===== src/rtl/team_06_sample_fifo.sv =====
// Show-ahead sample FIFO fed by a level-style "finished" strobe from an ADC deserializer.
// Optional build macro TEAM06_SIGNED_CONV_EN: present dout as two's complement (MSB inverted).
module team_06_sample_fifo #(
    parameter int WIDTH = 8,
    parameter int DEPTH = 8
) (
    input  logic                       clk,
    input  logic                       rst,
    input  logic [WIDTH-1:0]           sample_in,
    input  logic                       sample_valid,
    input  logic                       clear,
    output logic [WIDTH-1:0]           dout,
    output logic                       dout_valid,
    input  logic                       dout_ready,
    output logic [$clog2(DEPTH):0]     count,
    output logic                       full,
    output logic                       empty,
    output logic                       overflow
);

    localparam int PTR_W = $clog2(DEPTH);
    localparam int CNT_W = PTR_W + 1;

    logic [WIDTH-1:0] mem [DEPTH];
    logic [PTR_W-1:0] wr_ptr;
    logic [PTR_W-1:0] rd_ptr;
    logic             sv_q;
    logic             wr;
    logic             rd;
    logic             wr_acc;
    logic             wr_drop;

    function automatic logic [WIDTH-1:0] to_output(input logic [WIDTH-1:0] d);
`ifdef TEAM06_SIGNED_CONV_EN
        return {~d[WIDTH-1], d[WIDTH-2:0]};
`else
        return d;
`endif
    endfunction

    // Stage 0: edge-detect the upstream level and qualify reads/writes
    assign wr         = sample_valid && !sv_q;
    assign empty      = (count == '0);
    assign full       = (count == CNT_W'(DEPTH));
    assign dout_valid = !empty;
    assign rd         = dout_valid && dout_ready;
    // A full FIFO still accepts a write when the head is leaving on the same edge
    assign wr_acc     = wr && !rst && !clear && (!full || rd);
    assign wr_drop    = wr && !clear && full && !rd;
    assign dout       = to_output(mem[rd_ptr]);

    // Stage 1: storage (data path, never reset)
    always_ff @(posedge clk) begin
        if (wr_acc) begin
            mem[wr_ptr] <= sample_in;
        end
    end

    always_ff @(posedge clk) begin
        if (rst) begin
            sv_q     <= 1'b0;
            wr_ptr   <= '0;
            rd_ptr   <= '0;
            count    <= '0;
            overflow <= 1'b0;
        end else begin
            // sv_q keeps tracking through clear so a held level cannot re-trigger
            sv_q <= sample_valid;
            if (clear) begin
                wr_ptr   <= '0;
                rd_ptr   <= '0;
                count    <= '0;
                overflow <= 1'b0;
            end else begin
                if (wr_acc) begin
                    wr_ptr <= wr_ptr + PTR_W'(1);
                end
                if (rd) begin
                    rd_ptr <= rd_ptr + PTR_W'(1);
                end
                if (wr_acc && !rd) begin
                    count <= count + CNT_W'(1);
                end else if (rd && !wr_acc) begin
                    count <= count - CNT_W'(1);
                end
                if (wr_drop) begin
                    overflow <= 1'b1;
                end
            end
        end
    end

endmodule


===== config.mk =====
export PLATFORM = sky130hd
export DESIGN_NAME = team_06_sample_fifo
export DESIGN_NICKNAME = d
export VERILOG_FILES = /design/src/rtl/team_06_sample_fifo.sv
export SDC_FILE = /design/constraint.sdc
export NUM_CORES = 1
export LEC_CHECK = 0
export CAP_MARGIN = 20
export CORE_ASPECT_RATIO = 1.1
export CORE_MARGIN = 2
export CORE_UTILIZATION = 45
export DETAILED_ROUTE_END_ITERATION = 8
export PLACE_DENSITY = 0.73
export SYNTH_ARGS = -nofsm -noshare
export SYNTH_HDL_FRONTEND = slang
export SYNTH_SLANG_ARGS = --single-unit

===== constraint.sdc =====
create_clock -name clk -period 2.4 [get_ports clk]
set_clock_uncertainty 0.1 [all_clocks]
set_input_delay 0.24 -clock clk [delete_from_list [all_inputs] [get_ports clk]]
set_output_delay 0.24 -clock clk [all_outputs]
set_load 0.005 [all_outputs]

# [After elaboration in Yosys (flattened, before gate mapping)]
# Memories as Yosys holds them, arrays and structs flattened. A register that Yosys moved wholly into a read port is not among the register bits.
# Index checks and enable logic that the tools add are counted.
[totals] regBits=12 ramBits=64 input_bits=13 out_inout_bits=16 wordCells=38 memories=1
[memory_table] name="mem" words=8 word_bits=8 read_ports=1 rd_clocked_by_memory_dff=1 write_ports=1 line="24" text="logic [WIDTH-1:0] mem [DEPTH];"
[op_classes] add_sub_neg=4 n_eq_ne=1 n_mux=6 n_reduce_logical=21
[ops] cell="1-bit logical AND" n=10
[ops] cell="4-bit two-way mux" n=2
[ops] cell="1-bit zero test" n=7
[ops] cell="3-bit by 1-bit adder with 3-bit output (second input constant)" n=2
[ops] cell="3-bit two-way mux" n=2
[ops] cell="4-bit by 1-bit adder with 4-bit output (second input constant)" n=1
[ops] cell="4-bit == test (second input constant)" n=1
[ops] cell="4-bit zero test" n=1
[ops] cell="4-bit by 1-bit subtractor with 4-bit output (second input constant)" n=1
[ops] cell="1-bit two-way mux" n=2
[ops] cell="2-bit nonzero test" n=1
[ops] cell="2-bit OR reduction" n=1
[ops] cell="1-bit logical OR" n=1

# [Longest topological paths before layout]
# Gate-level depths: netlist of the first run.
[depth] depth_word=9 depth_mapped=10 depth_no_buf=10

# [Worst setup path after synthesis of the first run]
# Ideal clock, no wire load.
[synth_path] kind="register to register" startpoint="reg count[0]" endpoint="reg count[3]" setup_ns=0.116 arrival_ns=2.388 required_ns=2.184 path_slack_ns=-0.205 stages_incl_launch_ff=11 n_path_buf=0 period_less_slack_ns=2.605 path_cell_list="dfxtp_1 -> or4b_4 -> o21ai_4 -> inv_4 -> ha_1 -> inv_1 -> ha_1 -> a21oi_1 -> a211o_1 -> a211oi_1 -> a31o_2"
[synth_between] elab_chain_len=8 elab_cells_between_ends=16 classes_between="add/sub (2); eq/ne (1); mux (2); reduce/logical (11)"
[synth_rtl] element="start: declaration" line="15" text="output logic [$clog2(DEPTH):0] count,"
[synth_rtl] element="start signal: assignment" line="82" text="count <= count + CNT_W'(1);"
[synth_rtl] element="start signal: assignment" line="84" text="count <= count - CNT_W'(1);"
[synth_rtl] element="4-bit zero test" line="43" text="assign empty = (count == '0);"
[synth_rtl] element="1-bit zero test" line="45" text="assign dout_valid = !empty;"
[synth_rtl] element="1-bit logical AND" line="46" text="assign rd = dout_valid && dout_ready;"
[synth_rtl] element="1-bit logical OR *" line="48" text="assign wr_acc = wr && !rst && !clear && (!full || rd);"
[synth_rtl] element="1-bit logical AND *" line="48"
[synth_rtl] element="via wr_acc" line="30" text="logic wr_acc;"
[synth_rtl] element="1-bit zero test" line="83" text="end else if (rd && !wr_acc) begin"
[synth_rtl] element="1-bit logical AND" line="83"
[synth_rtl] element="2-bit nonzero test (no line)"
# Mark *: on every way through the listed nets, which the timed path passes. The rest lies on a longest branch. The select of a mux whose other input is x is not followed.
# A chain may end at the register's enable or synchronous reset.

# [Final worst setup path of the first run]
[layout_path] startpoint="reg count[2]" endpoint="reg count[3]"
# Same word-level chain as after synthesis.

==> run metrics, run 1 <==
status=finished, final reports clean; post-route ant nets=0; Slew Viols, Final=0; syn_nets=196; XOR/XNOR Fraction of Synth Area=1.11%; GRT Util Overall=16.1%; most used routing layer=met2; IO buf count=28; die height=91.7 microns; drt first pass iters=4; # diodes=0; Warnings, synthesis=0; fin cells=329; Gate Count Post-Synth=177; site row count=31; placed cell area=0.00374 sq mm; DR vias=1736; Post-synth EDFFs=64; hold_buf cts=0; synthesis-to-finish area growth=30.1%; Nets=261; clock sinks=79; P per Cell Area=667 mW/mm^2; CTS Buffer Depth=2; Worst setup EP type=flip-flop; Die Width=83.7 microns; Seq/Total Area, Yosys=70.6%; TritonCTS clock tree=yes; met3 usage=3.24%; top post-synthesis cells by count=edfxtp_1 (64), mux4_2 (16), dfxtp_1 (15); Yosys top cell area share=61.1%; gr ovfl total=0; post-synth cell types=35; post-place setup slack=-226 ps; max_cap viols=0; antenna violations before repair=0; largest family of logic cells by synthesized area=multiplexers; Overall Power=2.73 mW; Fmax=418 MHz; vias in the first global route=1781; Hold WC Path Type=reg2reg; post-layout min period=2390 ps; Starting Density=47.1%; final hold viol count=0; Remaining DRCs=0; setup tns final=0 ps; post-synthesis compound-gate area fraction=1.95%; initial DRC count=87; gpl congestion=0.746; largest net degree at the start of global routing=17; Fin Hold WS=385 ps; simple-gate share of the synthesized area=6.80%; most common cell in the netlist=edfxtp_1; Synth Area in Adders=2.63%; Slew headroom=65.4%; WP data required=2540 ps; ys flop type=edfxtp_1; cell area after layout=0.00409 sq mm; multi-input combinational cell area=956 sq um; filler cell count=520; H-tree levels=3; Post-synth ARST share=0%; Vias/cell=5.28; syn_area_per_cell=17.8 sq um; met1 GRT Util=19.6%; layout cells sized above 1=38.5%; Final setup viols=0; clk slew on worst S/H paths=80 ps; Slew @ Worst Pin=519 ps; Num CTS Buffers=9; Post-Syn Area=0.00315 sq mm; startpoint class of the critical path=flip-flop; CP Max Fanout=4; DP Cell Count=305; critical path class=reg2reg; Die ar.=0.00768 sq mm; io pins=29; grt met2 use=26.6%; fin util=61.3%; Final Cycle Share=99.6%; latest clock arrival within the worst-skew pair=340 ps; final worst slack=8.46 ps; unrepaired setup endpoints after global routing=yes; Synth area leaders=edfxtp_1 (61%), mux4_2 (11%), dfxtp_1 (9.5%); crit path DAT=2530 ps; first-pass GRT wire length=9.13 mm; detailed placer's ending HPWL=3.55 mm; Max VDD drop=0.314 mV; routed len/inst=17.1 microns; Routed WL=5.61 mm; Clock Tree Root=clkbuf_8; Core ar.=0.00667 sq mm; cell taking the most area after synthesis=edfxtp_1; LEAKAGE=1.41 nW; Sequential Area=0.00223 sq mm; synthesized flop and latch total=79; post-synthesis mux area share=15.0%
cells in the final DEF, fill, tap and decap left out, drive strengths merged, types with 3 or more instances in the layout:
cell	synthesis	routed
edfxtp	64	64
nor2	14	14
dlygate4sd2	0	7
mux4	16	16
nor3	4	4
mux2	8	8
buf	4	34
ha	5	5
dfxtp	15	15
nand3	6	6
a21oi	3	3
xor2	3	3
inv	4	4
nand2	8	8
clkdlybuf4s50	0	20
clkbuf	4	11
clkinvlp	0	3
cells by family (layout without fill, tap and decap cells):
kind of cell,count (synthesis),after routing
xor+xnor,4,4
fa+ha+maj,6,6
compound gates,8,8
mux,26,26
flops,79,79
simple gates,42,42
buf+inv,12,82
metal layers:
layer	part of all wire, %	routed length (microns)
met5	0	0
met4	3.1	174
met3	3.5	198
met2	50	2800
met1	43	2440
state kept, by name (all words and copies together), names as in the netlist, named ones only:
| name | flops |
|---|---|
| mem | 64 |
| count | 4 |
| rd_ptr | 3 |
| wr_ptr | 3 |
| overflow | 1 |
| sv_q | 1 |
cell type report:
class / count / share of cell area, %
Clock inverter: 5 / 1.38
Timing Repair Buffer: 62 / 14.1
Sequential cell: 79 / 54.4
Multi-Input combinational cell: 86 / 23.4
Inverter: 4 / 0.489
Clock buffer: 11 / 3.70
Tap cell: 82 / 2.51
path summary, 6_finish.rpt:
path / depth (start not counted) / start / slack [ps] / endpoint
max reg2reg: 10 / count[2] / 8 / count[3]
min: 2 / overflow / 380 / overflow
min reg2reg: 2 / overflow / 380 / overflow
max: 10 / count[2] / 8 / count[3]
report_power, final:
group          switching (mW)  internal [mW]  leakage [nW]
sequential            0.00956           1.49         0.699
clock                   0.451          0.533        0.0952
combinational           0.101          0.146         0.611
what timing repair did:
item,CTS,global route
gates resized for setup,15,11
gates cloned,1,0
endpoints found under the setup margin,9,6
pin swaps,4,6
buffers inserted,4,3
worst max-delay path: stages (launching register included):
cell	delay (ps)
dfxtp_2	330
or4b_4	560
o21ai_4	200
inv_4	50
ha_4	160
inv_4	70
ha_4	210
a21oi_4	160
a211o_1	170
a211oi_2	60
a31o_2	210
Power figures use the tool's default switching activity.
==> run 2, diff against run 1 <==
Settings changed: SLEW_MARGIN from default to 40.
==> results of run 2 <==
The final DEF is identical to that of run 1; final timing and power are the same.
==> run 3, diff against run 2 <==
Settings changed: REMOVE_ABC_BUFFERS from default to 1.
==> run 3 against run 2 <==
  * The flow now finishes with violations (setup timing)
  * Combinational power about the same
  * Worst setup slack got worse by 58 ps
  * Maximum frequency is 2.4% lower
  * Final area down 0.12%
  * Via count fell by 0.58%
  * Power down 3.7%
  * First-iteration DRC count fell by 24%
  * Core utilization decreased by 0.075 points
  * Critical path depth is the same
==> run metrics, run 3 (synthesis results as in run 1) <==
Largest regs=mem x64, count x4; GRT Util Overall=15.7% (-0.36 points); clk slew on worst S/H paths=80 ps (about the same); final worst slack=-49.7 ps (-58.2 ps); Die ar.=0.00768 sq mm (unchanged); Slew headroom=67.9% (+2.6 points); # diodes=0 (unchanged); drt first pass iters=4 (unchanged); crit path DAT=2640 ps (+110 ps); Final Cycle Share=102% (+2.4 points); Worst setup EP type=flip-flop; TritonCTS clock tree=yes; Max VDD drop=0.309 mV (-1.5%); post-place setup slack=-318 ps (-91.8 ps); filler cell count=509 (-2.1%); IO buf count=28 (unchanged); WP data required=2590 ps (+50 ps); Num CTS Buffers=9 (unchanged); site row count=31 (unchanged); fin util=61.3% (-0.075 points); startpoint class of the critical path=flip-flop; layout cells sized above 1=38.9% (+0.43 points); H-tree levels=3 (unchanged); Remaining DRCs=0 (unchanged); gpl congestion=0.804 (+7.7%); most common cell after layout, fill and taps aside=edfxtp_1; synthesis-to-finish area growth=30.0%; final hold viol count=0 (unchanged); Slew @ Worst Pin=481 ps (-38.2 ps); Final setup viols=1 (+1); Sequential Area=0.00223 sq mm (about the same); P per Cell Area=643 mW/mm^2 (-3.6%); critical path class=reg2reg; status=finished, violations left; antenna violations before repair=0 (unchanged); Hold WC Path Type=reg2reg; post-route ant nets=0 (unchanged); CP Max Fanout=4 (unchanged); routed len/inst=17.4 microns (+1.9%); setup tns final=-49.7 ps (-49.7 ps); Fin Hold WS=379 ps (-5.53 ps); DR vias=1726 (-0.58%); max_cap viols=0 (unchanged); Crit-path slowest cell=or4b_4; largest net degree at the start of global routing=17 (unchanged); failing checks=setup timing; vias in the first global route=1728 (-3.0%); latest clock arrival within the worst-skew pair=340 ps (about the same); Slew Viols, Final=0 (unchanged); post-layout min period=2450 ps (+58.2 ps); CP Cell Sequence=or4b_4, o21ai_4, inv_4, ha_4, inv_6, ha_4, nand3_4, a211o_1, a211oi_2, a31o_2; cell repeated most along the worst path=ha_4; Routed WL=5.81 mm (+3.5%); Fmax=408 MHz (-2.4%); Starting Density=47.1% (unchanged); Nets=266 (+1.9%); Die Width=83.7 microns (unchanged); unrepaired setup endpoints after global routing=yes; io pins=29 (unchanged); first-pass GRT wire length=8.80 mm (-3.6%); max FFs per register=64 (unchanged); initial DRC count=66 (-24%); clock sinks=79 (unchanged); detailed placer's ending HPWL=3.52 mm (-0.80%); CTS Buffer Depth=2 (unchanged); die height=91.7 microns (unchanged); crit-path max cell delay=560 ps (about the same); gr ovfl total=0 (unchanged); Vias/cell=5.17 (-2.1%); Core ar.=0.00667 sq mm (unchanged); Clock Tree Root=clkbuf_8; multi-input combinational cell area=952 sq um (-0.39%); commonest non-fill, non-tap cells in the layout=edfxtp_1 (64), buf_4 (36), clkdlybuf4s50_1 (20); LEAKAGE=1.42 nW (+0.87%); Biggest register=mem
run 3: cell count changes in the layout (fill, tap and decap cells not counted), sizes merged:
cell           change
clkinv             +2
clkinvlp           -1
buf                +5
dlygate4sd2        -1
clkdlybuf4s15      +1
inv                +2
clkbuf             -2
bufinv             -1
run 3: final timing paths:
kind            start        to  slack [ps]  depth (start not counted)
max reg2reg  count[1]  count[3]         -50                         10
min reg2reg  overflow  overflow         380                          2
max          count[1]  count[3]         -50                         10
min          overflow  overflow         380                          2
run 3: metrics by stage:
stage | power, mW | instances | instance area (sq um)
floorplan | 1.62 | 169 | 3100
global placement | 1.73 | 305 | 3690
detailed placement | 1.74 | 305 | 3690
CTS | 2.62 | 329 | 3970
global route | 2.74 | 334 | 4090
finish | 2.63 | 334 | 4090
run 3: critical path: cells and delay by family, from the launching register on:
family / cells / cell delay [ps]
compound gates: 4 / 850
simple gates: 2 / 640
flops: 1 / 340
buf+inv: 2 / 120
fa+ha+maj: 2 / 340
run 3: where the power goes:
part,internal (mW),switching [mW],leakage (nW),total [mW]
clock network,0.387,0.495,0.0877,0.882
logic,0.147,0.102,0.631,0.249
registers,1.49,0.00953,0.699,1.50
run 3: timing repair:
action,CTS,global route
hold buffers,0,0
cloned,1,0
buffers inserted,7,5
gates resized for setup,14,19
setup endpoints to repair,10,8
pin swaps,0,7
run 3: layout make-up:
type                            count  share of cell area (%)
Tap cell                           82                    2.51
Inverter                            4                   0.551
Multi-Input combinational cell     86                    23.3
Clock buffer                        9                    3.03
Clock inverter                      7                    1.41
Timing Repair Buffer               67                    14.7
Sequential cell                    79                    54.5
run 3: per-layer routing:
| metal | routed length [microns] | share of wire, % | global-route usage [%] | vias to the layer above |
|---|---|---|---|---|
| met4 | 86 | 1.5 | 7.26 | 0 |
| met1 | 2440 | 42 | 19.0 | 854 |
| met2 | 3120 | 54 | 27.0 | 34 |
| li1 | - | - | - | 831 |
| met5 | 0 | 0 | 0 | - |
| met3 | 162 | 2.8 | 3.42 | 7 |
